--- config.mk ---
export PLATFORM = sky130hd
export DESIGN_NAME = seg7_scan_driver
export DESIGN_NICKNAME = d
export VERILOG_FILES = /design/src/rtl/seg7_scan_driver.sv
export SDC_FILE = /design/constraint.sdc
export NUM_CORES = 1
export LEC_CHECK = 0
export BUFFER_PORTS_ARGS = -buffer_cell sky130_fd_sc_hd__buf_4
export CORE_MARGIN = 2
export CORE_UTILIZATION = 31
export DETAILED_ROUTE_END_ITERATION = 16
export PLACE_DENSITY = 0.49
export SETUP_SLACK_MARGIN = 0.1
export SLEW_MARGIN = 20
export SYNTH_ARGS = -nofsm -noshare
export SYNTH_HDL_FRONTEND = slang
export SYNTH_SLANG_ARGS = --single-unit
--- constraint.sdc ---
create_clock -name clk -period 3.75 [get_ports clk]
set_input_delay 0.75 -clock clk [delete_from_list [all_inputs] [get_ports clk]]
set_output_delay 0.75 -clock clk [all_outputs]
set_load 0.01 [all_outputs]
--- src/rtl/seg7_scan_driver.sv ---
// ---------------------------------------------------------------------------
// seg7_scan_driver
//
// Time-multiplexed driver for a row of up to six 7-segment digits. A
// SCAN_EXP-bit prescaler produces a scan tick every 2^SCAN_EXP clocks. On
// each tick the driver selects the next digit position and registers that
// digit's segment pattern and decimal point. A free-running BLINK_EXP-bit
// counter supplies the blink phase for digits flagged in blink_mask.
//
// Optional feature: define SEG7_LZB_EN to enable leading-zero blanking.
// Without the macro, zero digits display as the normal '0' pattern.
//
// Ports
//   clk         system clock, all state updates on posedge
//   reset       asynchronous, active-low reset
//   bcd_in      digit k at bits [4k+3:4k], digit 0 is rightmost
//   dp_in       decimal-point request, bit k for digit k
//   blink_mask  bit k = 1 blinks digit k
//   enable      0 blanks segments and decimal point from the next tick on
//   seg7_sel    selected position, digit k is presented as code 5-k
//   seg7_out    segments abcdefg, active-high
//   dpt_out     decimal point, active-high
//   led_com     common line, tied to 1
// ---------------------------------------------------------------------------
module seg7_scan_driver #(
  parameter int NUM_DIG   = 6,
  parameter int SCAN_EXP  = 17,
  parameter int BLINK_EXP = 24
) (
  input  logic        clk,
  input  logic        reset,
  input  logic [23:0] bcd_in,
  input  logic [5:0]  dp_in,
  input  logic [5:0]  blink_mask,
  input  logic        enable,
  output logic [2:0]  seg7_sel,
  output logic [6:0]  seg7_out,
  output logic        dpt_out,
  output logic        led_com
);

  // Position codes run downwards: digit 0 is code 5, digit NUM_DIG-1 is the
  // last code visited before wrapping back to 5.
  localparam logic [2:0] SEL_FIRST = 3'd5;
  localparam logic [2:0] SEL_LAST  = 3'(6 - NUM_DIG);

  logic [SCAN_EXP-1:0]  scan_cnt_q,  scan_cnt_d;
  logic [BLINK_EXP-1:0] blink_cnt_q, blink_cnt_d;
  logic [2:0]           sel_q,       sel_d;
  logic [6:0]           seg_q,       seg_d;
  logic                 dp_q,        dp_d;

  logic       scan_tick;
  logic [2:0] sel_step;
  logic [2:0] dig_idx;
  logic [3:0] digit_arr [6];
  logic [5:0] lzb;
  logic       blank;

  function automatic logic [6:0] decode_bcd(input logic [3:0] d);
    logic [6:0] pat;
    case (d)
      4'd0:    pat = 7'b1111110;
      4'd1:    pat = 7'b0110000;
      4'd2:    pat = 7'b1101101;
      4'd3:    pat = 7'b1111001;
      4'd4:    pat = 7'b0110011;
      4'd5:    pat = 7'b1011011;
      4'd6:    pat = 7'b1011111;
      4'd7:    pat = 7'b1110000;
      4'd8:    pat = 7'b1111111;
      4'd9:    pat = 7'b1111011;
      default: pat = 7'b0000000;
    endcase
    return pat;
  endfunction

`ifdef SEG7_LZB_EN
  // A digit above position 0 is blanked when it and every populated digit
  // to its left are zero; the scan runs from the leftmost digit inwards.
  logic zeros_above;
  always_comb begin
    zeros_above = 1'b1;
    lzb         = '0;
    for (int k = 5; k >= 1; k--) begin
      if (k < NUM_DIG) begin
        zeros_above = zeros_above && (bcd_in[4*k +: 4] == 4'd0);
        lzb[k]      = zeros_above;
      end
    end
  end
`else
  assign lzb = '0;
`endif

  assign scan_tick = &scan_cnt_q;

  always_comb begin
    // NOTE: every variable gets a default before any branch so no latch is
    // inferred; state holds by reassigning the current flop value.
    scan_cnt_d  = scan_cnt_q + 1'b1;
    blink_cnt_d = blink_cnt_q + 1'b1;
    sel_d       = sel_q;
    seg_d       = seg_q;
    dp_d        = dp_q;

    for (int k = 0; k < 6; k++) begin
      digit_arr[k] = bcd_in[4*k +: 4];
    end

    // The outputs are computed for the digit that becomes selected on this
    // edge, so position and pattern change together.
    sel_step = (sel_q == SEL_LAST) ? SEL_FIRST : sel_q - 3'd1;
    dig_idx  = SEL_FIRST - sel_step;
    blank    = !enable || (blink_cnt_q[BLINK_EXP-1] && blink_mask[dig_idx]);

    if (scan_tick) begin
      sel_d = sel_step;
      seg_d = (blank || lzb[dig_idx]) ? 7'b0000000 : decode_bcd(digit_arr[dig_idx]);
      dp_d  = !blank && dp_in[dig_idx];
    end
  end

  // NOTE: sequential state uses non-blocking assignments only, so every flop
  // samples pre-edge values regardless of statement order.
  always_ff @(posedge clk or negedge reset) begin
    if (!reset) begin
      // NOTE: every flop here is control or output state with a defined
      // power-up value, so all of them are reset.
      scan_cnt_q  <= '0;
      blink_cnt_q <= '0;
      sel_q       <= SEL_FIRST;
      seg_q       <= 7'b0000000;
      dp_q        <= 1'b0;
    end else begin
      scan_cnt_q  <= scan_cnt_d;
      blink_cnt_q <= blink_cnt_d;
      sel_q       <= sel_d;
      seg_q       <= seg_d;
      dp_q        <= dp_d;
    end
  end

  assign seg7_sel = sel_q;
  assign seg7_out = seg_q;
  assign dpt_out  = dp_q;
  assign led_com  = 1'b1;

endmodule

# Yosys cells after proc, flatten, opt, wreduce, memory -nomap -nowiden
# Memories as Yosys holds them, arrays and structs flattened.
# Index checks and enable logic that the tools add are counted.
[totals]
output_inout_bits = 12
register_bits = 52
romBits = 120
n_memories = 2
inputBits = 39
word_cells = 32
[mem_list]
columns = ["name", "depth", "width", "read_ports", "rd_ports_with_merged_regs", "wr", "line", "source"]
rows = [
  ["(name not given)", 16, 7, 1, 0, 0, "62", "case (d)"],
  ["(name not given)", 8, 1, 1, 0, 0, "119", "seg_d = (blank || lzb[dig_idx]) ? 7'b0000000 : decode_bcd(digit_arr[dig_idx]);"],
]
[classes]
n_addsub = 4
mux = 10
bitwise = 1
n_lt_le_gt_ge = 2
reduce_logical = 8
[ops]
columns = ["operator", "n"]
rows = [
  ["$add A24 B1 Y24 const B", 1],
  ["$add A17 B1 Y17 const B", 1],
  ["$reduce_and A17 Y1", 1],
  ["$bmux W4 S3", 1],
  ["$mux W4", 2],
  ["$mux W7", 1],
  ["$bmux W1 S3", 2],
  ["$ge A4 B4 Y1 const B", 1],
  ["$lt A3 B4 Y1 const B", 1],
  ["$not A3 Y4", 1],
  ["$logic_not A3 Y1", 1],
  ["$mux W1", 3],
  ["$mux W3", 1],
  ["$sub A3 B1 Y3 const B", 1],
  ["$sub A3 B3 Y3 const A", 1],
  ["$logic_and A1 B1 Y1", 2],
  ["$logic_not A1 Y1", 2],
  ["$logic_or A1 B1 Y1", 2],
]

# Depth between registers and ports, before layout
# Gate-level depths: netlist of the first run.
[depth]
ltp_word = 9
depth_mapped = 13
depth_no_buf = 11

# Worst setup path before layout of the first run
# Ideal clock, no wire load.
[synth_timing]
path_type = "reg-to-reg"
startpoint = "register sel_q[1], in the netlist seg7_sel[1]"
endpoint = "register seg_q[2], in the netlist seg7_out[2]"
n_path_buf = 2
required_time_ns = 3.624
slack_ns = 0.668
setup_ns = 0.126
stages_incl_launch_ff = 13
arrival_ns = 2.956
synth_period_minus_slack_ns = 3.082
cell_sequence = "dfrtp_1 -> buf_4 -> or2_2 -> inv_1 -> ha_1 -> buf_4 -> mux2i_1 -> o221ai_1 -> o31ai_1 -> inv_1 -> ha_1 -> mux2_2 -> a221o_1"
[synth_via]
elab_chain_len = 9
word_cells_on_any_way = 17
cone_classes = "2 x add/sub; 8 x mux; 1 x bitwise; 4 x reduce/logical; 2 x memory"
[synth_rtl]
columns = ["item", "line", "source"]
rows = [
  ["start: declaration", "49", "logic [2:0] sel_q, sel_d;"],
  ["start signal: assignment", "138", "sel_q <= sel_d;"],
  ["$sub A3 B1 Y3 / $logic_not A3 Y1 (equally long branches)", "113", "sel_step = (sel_q == SEL_LAST) ? SEL_FIRST : sel_q - 3'd1;"],
  ["$mux W3 (*)", "113", ""],
  ["$sub A3 B3 Y3 (*)", "114", "dig_idx = SEL_FIRST - sel_step;"],
  ["$not A3 Y4 (implied by the code) / $bmux W1 S3 (equally long branches)", "119, 115", ""],
  ["$bmux W4 S3 / $mux W1 (equally long branches)", "119, 115", ""],
  ["$mux W4 (implied by the code) / $logic_and A1 B1 Y1 (equally long branches)", "119, 115", ""],
  ["$mux W4 (implied by the code) / $logic_or A1 B1 Y1 (equally long branches)", "119, 115", ""],
  ["$mem_v2 Z16 W7 / $logic_or A1 B1 Y1 (equally long branches)", "-", ""],
  ["$mux W7 (*)", "119", ""],
  ["end signal: assignment", "139", "seg_q <= seg_d;"],
  ["end: declaration", "50", "logic [6:0] seg_q, seg_d;"],
]
# Mark *: on every way between the ends. The rest lies on a longest branch, timed or not. The select of a mux whose other input is x is not followed.
# A chain may end at the register's enable or synchronous reset.

# Worst setup path after layout of the first run
[layout_timing]
startpoint = "register sel_q[0], in the netlist seg7_sel[0]"
endpoint = "register seg_q[2], in the netlist seg7_out[2]"
# Same word-level chain as after synthesis.

==> results_dict.tcl, run 1 <==
set metrics [dict create \
    syn_nets 311 \
    required_ns 3.94 \
    h-tree-depth 2 \
    cts_tree "yes" \
    ios 51 \
    cp.arrival_ns 3.04 \
    dp_hpwl_um 4433 \
    hold_viol 0 \
    final.setup.tns_ns 0 \
    die_width_um 99.47 \
    initial_core_util_pct 32.24 \
    vias 2041 \
    place_area_um2 3297 \
    vdd_drop_max_mv 0.1755 \
    post-cts-setup-buffers 0 \
    cts_buffers 5 \
    first_iter_violations 66 \
    clock_path_buffers 2 \
    drt_wl_total_um 5789 \
    antenna_found_initial 0 \
    yosysSeqAreaShare_pct 46.15 \
    cp_slowest_cell "dfstp_2" \
    die_h_um 99.47 \
    core.rowCount 34 \
    skew_ns 0.01305 \
    setup_viol 0 \
    synth_top_area_share_pct 44.29 \
    criticalPathCategory "flip-flop to flip-flop" \
    viasPerCell 4.825 \
    rsz0062_at_grt "no" \
    synth_cells 263 \
    cp_max_fo 6 \
    antenna_left 0 \
    port_buffers 49 \
    drcViolationCount 0 \
    grt_pass1_vias 2054 \
    grt_pass1_wl_um 9846 \
    ys_async_sr_fraction_pct 100.0 \
    slew_headroom_pct 56.92 \
    syn-mean-instance-area_um2 10.74 \
    layout-drive-gt1-share_pct 23.81 \
    final_area_um2 3387 \
    regToRegEndpoint "seg7_out[2]$_DFFE_PN0P_" \
    cts_hold_buf 0 \
    dr.pass1.iters 4 \
    cts_resized 0 \
    synth_top_area_cell "dfrtp_1" \
    path_clk_slew_ns 0.10 \
    power_density_nw_per_um2 283.1 \
    slowest_delay_ns 0.37 \
    r2r-start "seg7_sel[0]$_DFFE_PN1P_" \
    synth_edf_count 0 \
    grt-ovfl-total 0 \
    synthToLayoutAreaGrowth_pct 19.88 \
    routedWlPerCell_um 13.69 \
    grt_max_degree 53 \
    rr_worst_depth 11 \
    synth_cell_types 48 \
    synth_area_leaders "dfrtp_1, xnor2_1, mux2i_1, ha_1, nand3_1" \
    yosysWarnings 0 \
    power.leakage_uw 0.001619 \
    post-route-period-util_pct 75.94 \
    fmax_mhz 351.1 \
    final_net_count 362 \
    netlist_area_um2 2825 \
    num_antenna_cells 0 \
    r2r_setup_slack_ns 0.90 \
    ys.flop_type "dfrtp_1" \
    core_region_area_um2 8763 \
    drv_slew 0 \
    clock_sinks 52 \
    hold_slack_ns 0.4614 \
    groute.usage.overall_pct 12.26 \
    cp-end-kind "flip-flop" \
    ctsRootBufferMaster "clkbuf_8" \
    place.gp.congestion 0.7571 \
    hold_class "primary input to asynchronous set/reset pin" \
    worst_pin_slew_ns 0.6462 \
    crit_buf_inv 3 \
    status "finished clean" \
    crit_family "compound AO/OA/AOI/OAI gates" \
    start_kind "flip-flop" \
    cap_violations 0 \
    ys_seq_elements 52 \
    clk_latency_ns 0.30 \
    min_period_ns 2.848 \
    die_area_um2 9893 \
    crit_chain "or2_2, inv_1, ha_1, mux2i_1, o221ai_1, o31ai_1, buf_4, inv_1, ha_1, mux2_2, a221o_1" \
]
-- state kept, by name (all words and copies together) (netlist names) --
signal and count:
blink_cnt_q 24, scan_cnt_q 17, dpt_out 1, seg7_sel 3, seg7_out 7
-- placed cells by master, fill, tap and decap left out, types with 3 or more instances in the layout --
cell      netlist  final
buf_4           3     53
dfrtp_1        50     50
xnor2_1        26     26
nand2_1        22     22
nand3_1        20     20
mux2i_1        18     18
nor2_1         13     13
inv_1          12     12
xor2_1         10     10
ha_1            9      9
and3_1          6      6
nor3_1          6      6
nand4_1         6      6
a21oi_1         6      6
nand2b_1        5      5
a221o_1         5      5
clkbuf_8        0      5
o221ai_1        4      4
mux2_2          3      3
-- worst max-delay path by stage --
stage | from | to | slack, ns | cells after the start
after floorplan | seg7_sel[1]$_DFFE_PN0P_ | seg7_out[2]$_DFFE_PN0P_ | 0.67 | 12
after global placement | seg7_sel[0]$_DFFE_PN1P_ | seg7_out[2]$_DFFE_PN0P_ | 0.94 | 11
after detailed placement | seg7_sel[0]$_DFFE_PN1P_ | seg7_out[2]$_DFFE_PN0P_ | 0.89 | 9
after CTS | seg7_sel[0]$_DFFE_PN1P_ | seg7_out[2]$_DFFE_PN0P_ | 0.91 | 11
after global routing | seg7_sel[1]$_DFFE_PN0P_ | seg7_out[2]$_DFFE_PN0P_ | 0.69 | 11
final | seg7_sel[0]$_DFFE_PN1P_ | seg7_out[2]$_DFFE_PN0P_ | 0.90 | 11
-- cell usage after synthesis (2+ instances only) --
master and n:
buf_4 3, dfstp_2 2, xnor2_1 26, o221ai_1 4, nor2_1 13, clkbuf_1 3
nand4_1 6, buf_6 2, nand2_1 22, a21oi_1 6, or2_2 2, xor2_1 10
mux2i_1 18, nand3_1 20, nor3b_1 2, mux2_2 3, inv_1 12, a221o_1 5
nand2b_1 5, ha_1 9, and4_1 2, o2bb2ai_1 2, dfrtp_1 50, o22ai_1 2
nor3_1 6, and3_1 6
-- layout make-up --
class                           instances  area (um2)
Timing Repair Buffer                   53       397.9
Sequential cell                        52        1304
Multi-Input combinational cell        189        1411
Clock inverter                          3       21.27
Tap cell                              108       135.1
Fill cell                             893        5376
Inverter                               13       48.80
Clock buffer                            5       68.82
-- stage by stage --
stage,setup WS (ns),cells,utilization (%),total power [uW]
floorplan,0.6684,263,-,598.6
global placement,0.9413,415,37.62,648.7
detailed placement,0.8922,415,37.62,648.2
CTS,0.9071,423,38.65,977.4
global route,0.6876,423,38.65,1008
finish,0.9022,423,38.65,958.7
-- cell families (layout without fill, tap and decap cells) --
group                      after synthesis  in the layout  share of synthesized area, %
muxes                                   23             23                         8.901
and+or+nand+nor                         91             91                         16.83
DFF                                     52             52                         46.15
buffers and inverters                   22             74                         3.897
xor gates and xnor gates                36             36                         11.16
AOI/OAI and AO/OA                       29             29                         8.946
other                                    1              1                        0.1327
adders and majority gates                9              9                         3.986
-- report_power, final --
group	total [uW]	internal, uW	switching, uW
logic	75.7	40.4	35.3
registers	560	560	0
clock network	323	133	190
total	959	734	225
-- routing by layer --
layer,global-route usage (%),up-vias,share of wire [%]
li1,-,1024,-
met1,17.16,964,48
met2,19.70,51,45
met3,2.670,2,5.9
met4,2.529,0,0.40
met5,0,-,0
(Power assumes the default switching activity.)
==> inputs of run 2 (changes only) <==
Settings changed: PLACE_DENSITY 0.49 to 0.51.
Clock period 3.75 ns to 2.5 ns, I/O delays scaled along.
==> results_dict.tcl, run 2 (synthesis gave the netlist of run 1 again) <==
set metrics [dict create \
    worst_pin_slew_ns 0.6611 \
    place.gp.congestion 0.7817 \
    power.leakage_uw 0.001726 \
    die_h_um 99.47 \
    grt-ovfl-total 0 \
    grt_pass1_vias 2198 \
    crit_chain "or2_4, inv_2, ha_4, nor2b_4, buf_4, mux2_4, a32oi_4, buf_6, buf_4, mux2i_1, a221o_1" \
    crit_buf_inv 4 \
    die_width_um 99.47 \
    clock_path_buffers 2 \
    crit_family "flip-flops" \
    first_iter_violations 55 \
    cp.arrival_ns 2.63 \
    cts_hold_buf 0 \
    fillers 868 \
    final_common_cell "buf_4" \
    status "finished clean" \
    final_cell_mix "buf_4, dfrtp_1, xnor2_1, nand2_1, nand3_1" \
    rsz0062_at_grt "yes" \
    synthToLayoutAreaGrowth_pct 29.41 \
    post-route-period-util_pct 97.32 \
    drt_wl_total_um 6256 \
    core.rowCount 34 \
    largest_reg_flops 24 \
    rr_worst_depth 11 \
    r2r-start "seg7_sel[0]$_DFFE_PN1P_" \
    utilization_pct 41.72 \
    cts_buffers 5 \
    regMostFlops "blink_cnt_q" \
    grt_max_degree 53 \
    vdd_drop_max_mv 0.2411 \
    skew_ns 0.01252 \
    ctsRootBufferMaster "clkbuf_8" \
    h-tree-depth 2 \
    crit_top_cell "buf_4" \
    port_buffers 49 \
    drcViolationCount 0 \
    drv_slew 0 \
    initial_core_util_pct 32.24 \
    final.setup.tns_ns 0 \
    vias 2166 \
    cts_tree "yes" \
    grt_pass1_wl_um 10850 \
    clock_sinks 52 \
    die_area_um2 9893 \
    slew_headroom_pct 55.93 \
    min_period_ns 2.433 \
    layout-drive-gt1-share_pct 33.73 \
    antenna_left 0 \
    required_ns 2.70 \
    hold_slack_ns 0.2110 \
    antenna_found_initial 0 \
    regToRegEndpoint "seg7_out[3]$_DFFE_PN0P_" \
    cp-end-kind "flip-flop" \
    setup_viol 0 \
    hold_class "primary input to asynchronous set/reset pin" \
    slowest_delay_ns 0.54 \
    multi_input_area_um2 1504 \
    fmax_mhz 411.0 \
    clk_latency_ns 0.32 \
    groute.usage.overall_pct 13.53 \
    routedWlPerCell_um 14.12 \
    path_clk_slew_ns 0.11 \
    core_region_area_um2 8763 \
    regArea_um2 1304 \
    cap_violations 0 \
    start_kind "flip-flop" \
    ios 51 \
    num_antenna_cells 0 \
    cp_max_fo 8 \
    hold_viol 0 \
    final_net_count 382 \
    viasPerCell 4.889 \
    criticalPathCategory "flip-flop to flip-flop" \
    cp_slowest_cell "dfstp_2" \
    power_density_nw_per_um2 409.3 \
    dp_hpwl_um 4558 \
    r2r_setup_slack_ns 0.07 \
    dr.pass1.iters 4 \
]
run 2: worst max path at each step:
stage	start	endpoint	slack, ns	cells after the start
finish	seg7_sel[0]$_DFFE_PN1P_	seg7_out[3]$_DFFE_PN0P_	0.07	11
CTS	seg7_sel[0]$_DFFE_PN1P_	seg7_out[2]$_DFFE_PN0P_	0.08	10
global route	seg7_sel[1]$_DFFE_PN0P_	seg7_out[6]$_DFFE_PN0P_	-0.04	10
floorplan	seg7_sel[1]$_DFFE_PN0P_	seg7_out[2]$_DFFE_PN0P_	-0.23	12
detailed placement	seg7_sel[1]$_DFFE_PN0P_	seg7_out[2]$_DFFE_PN0P_	0.04	10
global placement	seg7_sel[1]$_DFFE_PN0P_	seg7_out[2]$_DFFE_PN0P_	0.06	10
run 2: what timing repair did:
item                                    CTS  global route
buffers inserted                          7             4
endpoints found under the setup margin    7             7
resized for setup                         7            15
pin swaps                                 6            12
run 2: routing by layer:
layer	vias to the layer above	routed length, um	global-route usage [%]	part of all wire [%]
met3	10	352	3.373	5.6
met4	0	76	2.740	1.2
met5	-	0	0	0
li1	1067	-	-	-
met2	52	2706	20.84	43
met1	1037	3121	19.43	50
run 2: power breakdown:
| group | switching (uW) | internal [uW] |
|---|---|---|
| clock | 315 | 212 |
| sequential | 0 | 841 |
| combinational | 58.8 | 69.1 |
run 2: layout make-up:
class / instances / share of cell area, %
Tap cell: 108 / 3.696
Inverter: 13 / 1.437
Clock buffer: 5 / 1.882
Timing Repair Buffer: 73 / 15.40
Clock inverter: 3 / 0.7871
Multi-Input combinational cell: 189 / 41.14
Sequential cell: 52 / 35.66
run 2: per-stage QoR:
step,setup WS [ns],total power [uW],std cells,cell area (um2)
4_1_cts,0.08222,1514,439,3570
3_5_place_dp,0.03949,973.8,424,3395
6_report,0.06699,1496,443,3656
2_1_floorplan,-0.2308,899.1,263,2867
3_3_place_gp,0.06204,975.0,424,3395
5_1_grt,-0.04475,1583,443,3656
==> inputs of run 3 (changes only) <==
Settings changed: BUFFER_PORTS_ARGS -buffer_cell sky130_fd_sc_hd__buf_4 to not set, CORE_UTILIZATION 31 to 40, DONT_BUFFER_PORTS set to 1, PLACE_DENSITY 0.51 to 0.56.
==> results_dict.tcl, run 3 (synthesis gave the netlist of run 1 again) <==
set metrics [dict create \
    status "finished clean" \
    die_width_um 88.04 \
    grt_pass1_vias 1884 \
    internal_power_uw 1100 \
    preCtsSetupSlack_ns 0.005489 \
    vias 1940 \
    r2r_setup_slack_ns 0.02 \
    r2r-start "seg7_sel[0]$_DFFE_PN1P_" \
    min_period_ns 2.476 \
    core_region_area_um2 6832 \
    grt-ovfl-total 0 \
    grt_max_degree 51 \
    p_sw_uw 306.5 \
    criticalPathCategory "flip-flop to flip-flop" \
    cp_slowest_cell "dfstp_2" \
    first_iter_violations 62 \
    rr_worst_depth 10 \
    final_cell_mix "dfrtp_1, xnor2_1, nand2_1, nand3_1, buf_4" \
    final_net_count 330 \
    drt_wl_total_um 5721 \
    cap_violations 0 \
    groute.usage.overall_pct 14.92 \
    required_ns 2.69 \
    cts_tree "yes" \
    p_sw_share_pct 21.79 \
    slowest_delay_ns 0.38 \
    ctsRootBufferMaster "clkbuf_8" \
    clkPwrFrac_pct 34.2 \
    rsz0062_at_grt "yes" \
    initial_core_util_pct 41.36 \
    drv_slew 0 \
    die_h_um 88.04 \
    combPwrFrac_pct 6.1 \
    viasPerCell 5.132 \
    regMostFlops "blink_cnt_q" \
    final_cells 378 \
    core.rowCount 30 \
    dr.pass1.iters 4 \
    largest_reg_flops 24 \
    num_antenna_cells 0 \
    synthToLayoutAreaGrowth_pct 16.21 \
    antenna_left 0 \
    die_area_um2 7751 \
    cp_max_fo 6 \
    setup_viol 0 \
    routedWlPerCell_um 15.13 \
    dp_cells 361 \
    hold_slack_ns 0.04032 \
    clock_path_buffers 2 \
    ios 51 \
    crit_chain "or2_4, inv_2, ha_4, mux2i_1, o221ai_1, o31ai_2, inv_1, ha_4, mux2_2, a221o_1" \
    h-tree-depth 2 \
    dp_hpwl_um 4115 \
    path_clk_slew_ns 0.09 \
    grt_pass1_wl_um 8942 \
    clk_latency_ns 0.30 \
    hold_viol 0 \
    vdd_drop_max_mv 0.3579 \
    regToRegEndpoint "seg7_out[2]$_DFFE_PN0P_" \
    cp.arrival_ns 2.67 \
    crit_top_cell "ha_4" \
    clock_sinks 52 \
    fin_ws_ns 0.02409 \
    cp-end-kind "flip-flop" \
    power_density_nw_per_um2 428.6 \
    final_common_cell "dfrtp_1" \
    seq_power_share_pct 59.7 \
    port_buffers 0 \
    post-route-period-util_pct 99.04 \
    skew_ns 0.008823 \
    hold_class "primary input to asynchronous set/reset pin" \
    power.leakage_uw 0.001469 \
    fmax_mhz 403.9 \
    layout-drive-gt1-share_pct 20.57 \
    drcViolationCount 0 \
    cts_buffers 5 \
    start_kind "flip-flop" \
    place.gp.congestion 0.8275 \
    antenna_found_initial 0 \
]
[run 3: how the worst max path moves through the flow]
stage                                  startpoint                      end  slack (ns)  depth (start not counted)
after CTS                 seg7_sel[0]$_DFFE_PN1P_  seg7_out[2]$_DFFE_PN0P_        0.04                         10
final                     seg7_sel[0]$_DFFE_PN1P_  seg7_out[2]$_DFFE_PN0P_        0.02                         10
after global routing      seg7_sel[1]$_DFFE_PN0P_  seg7_out[2]$_DFFE_PN0P_       -0.08                         10
after global placement    seg7_sel[1]$_DFFE_PN0P_  seg7_out[2]$_DFFE_PN0P_        0.07                         10
after floorplan           seg7_sel[1]$_DFFE_PN0P_  seg7_out[2]$_DFFE_PN0P_       -0.23                         12
after detailed placement  seg7_sel[1]$_DFFE_PN0P_  seg7_out[2]$_DFFE_PN0P_       0.005                         10
[run 3: power by group through the flow]
stage / Sequential (uW) / Clock [uW] / Combinational, uW
detailed placement: 857 / 0 / 51.4
floorplan: 857 / 0 / 41.8
CTS: 841 / 508 / 74.6
global route: 841 / 544 / 96.9
global placement: 857 / 0 / 50.4
finish: 840 / 481 / 85.3
[run 3: through the flow]
step           setup TNS [ns]  instance area, um2  util [%]  power (uW)
2_1_floorplan         -0.6247                2867         -       899.1
3_5_place_dp                0                2997     43.86       908.6
3_3_place_gp                0                2997     43.86       907.7
6_report                    0                3283     48.06        1407
4_1_cts                     0                3156     46.19        1424
5_1_grt               -0.2323                3283     48.06        1481
[run 3: worst max-delay path, delay by kind of cell (launching register included)]
kind / cells / cell delay, ns
flip-flops: 1 / 0.38
AO/OA/AOI/OAI: 3 / 0.73
adder cells (fa/ha/maj): 2 / 0.36
multiplexers: 2 / 0.45
buffers and inverters: 2 / 0.21
AND/OR/NAND/NOR: 1 / 0.24
[run 3: final cells by class]
cell class | instances | area [um2]
fillers | 666 | 3548
multi-input cells | 189 | 1530
flip-flops and latches | 52 | 1304
repair buffers | 21 | 185.2
well taps | 96 | 120.1
clock buffers | 6 | 82.58
inverters | 13 | 52.55
clock inverters | 1 | 8.758
[run 3: layer usage]
layer | global-route usage [%] | vias to the layer above | wire (um)
met5 | 0 | - | 0
met4 | 3.857 | 0 | 34
met3 | 4.713 | 4 | 475
met2 | 23.48 | 55 | 2574
met1 | 20.16 | 922 | 2636
li1 | - | 959 | -
[run 3: timing repair]
item / CTS / global route
hold buffers: 1 / 0
pin swaps: 5 / 8
resized for setup: 2 / 19
setup buffers: 5 / 4
gates cloned: 0 / 0
endpoints found under the hold margin: 50 / 0
endpoints found under the setup margin: 6 / 7
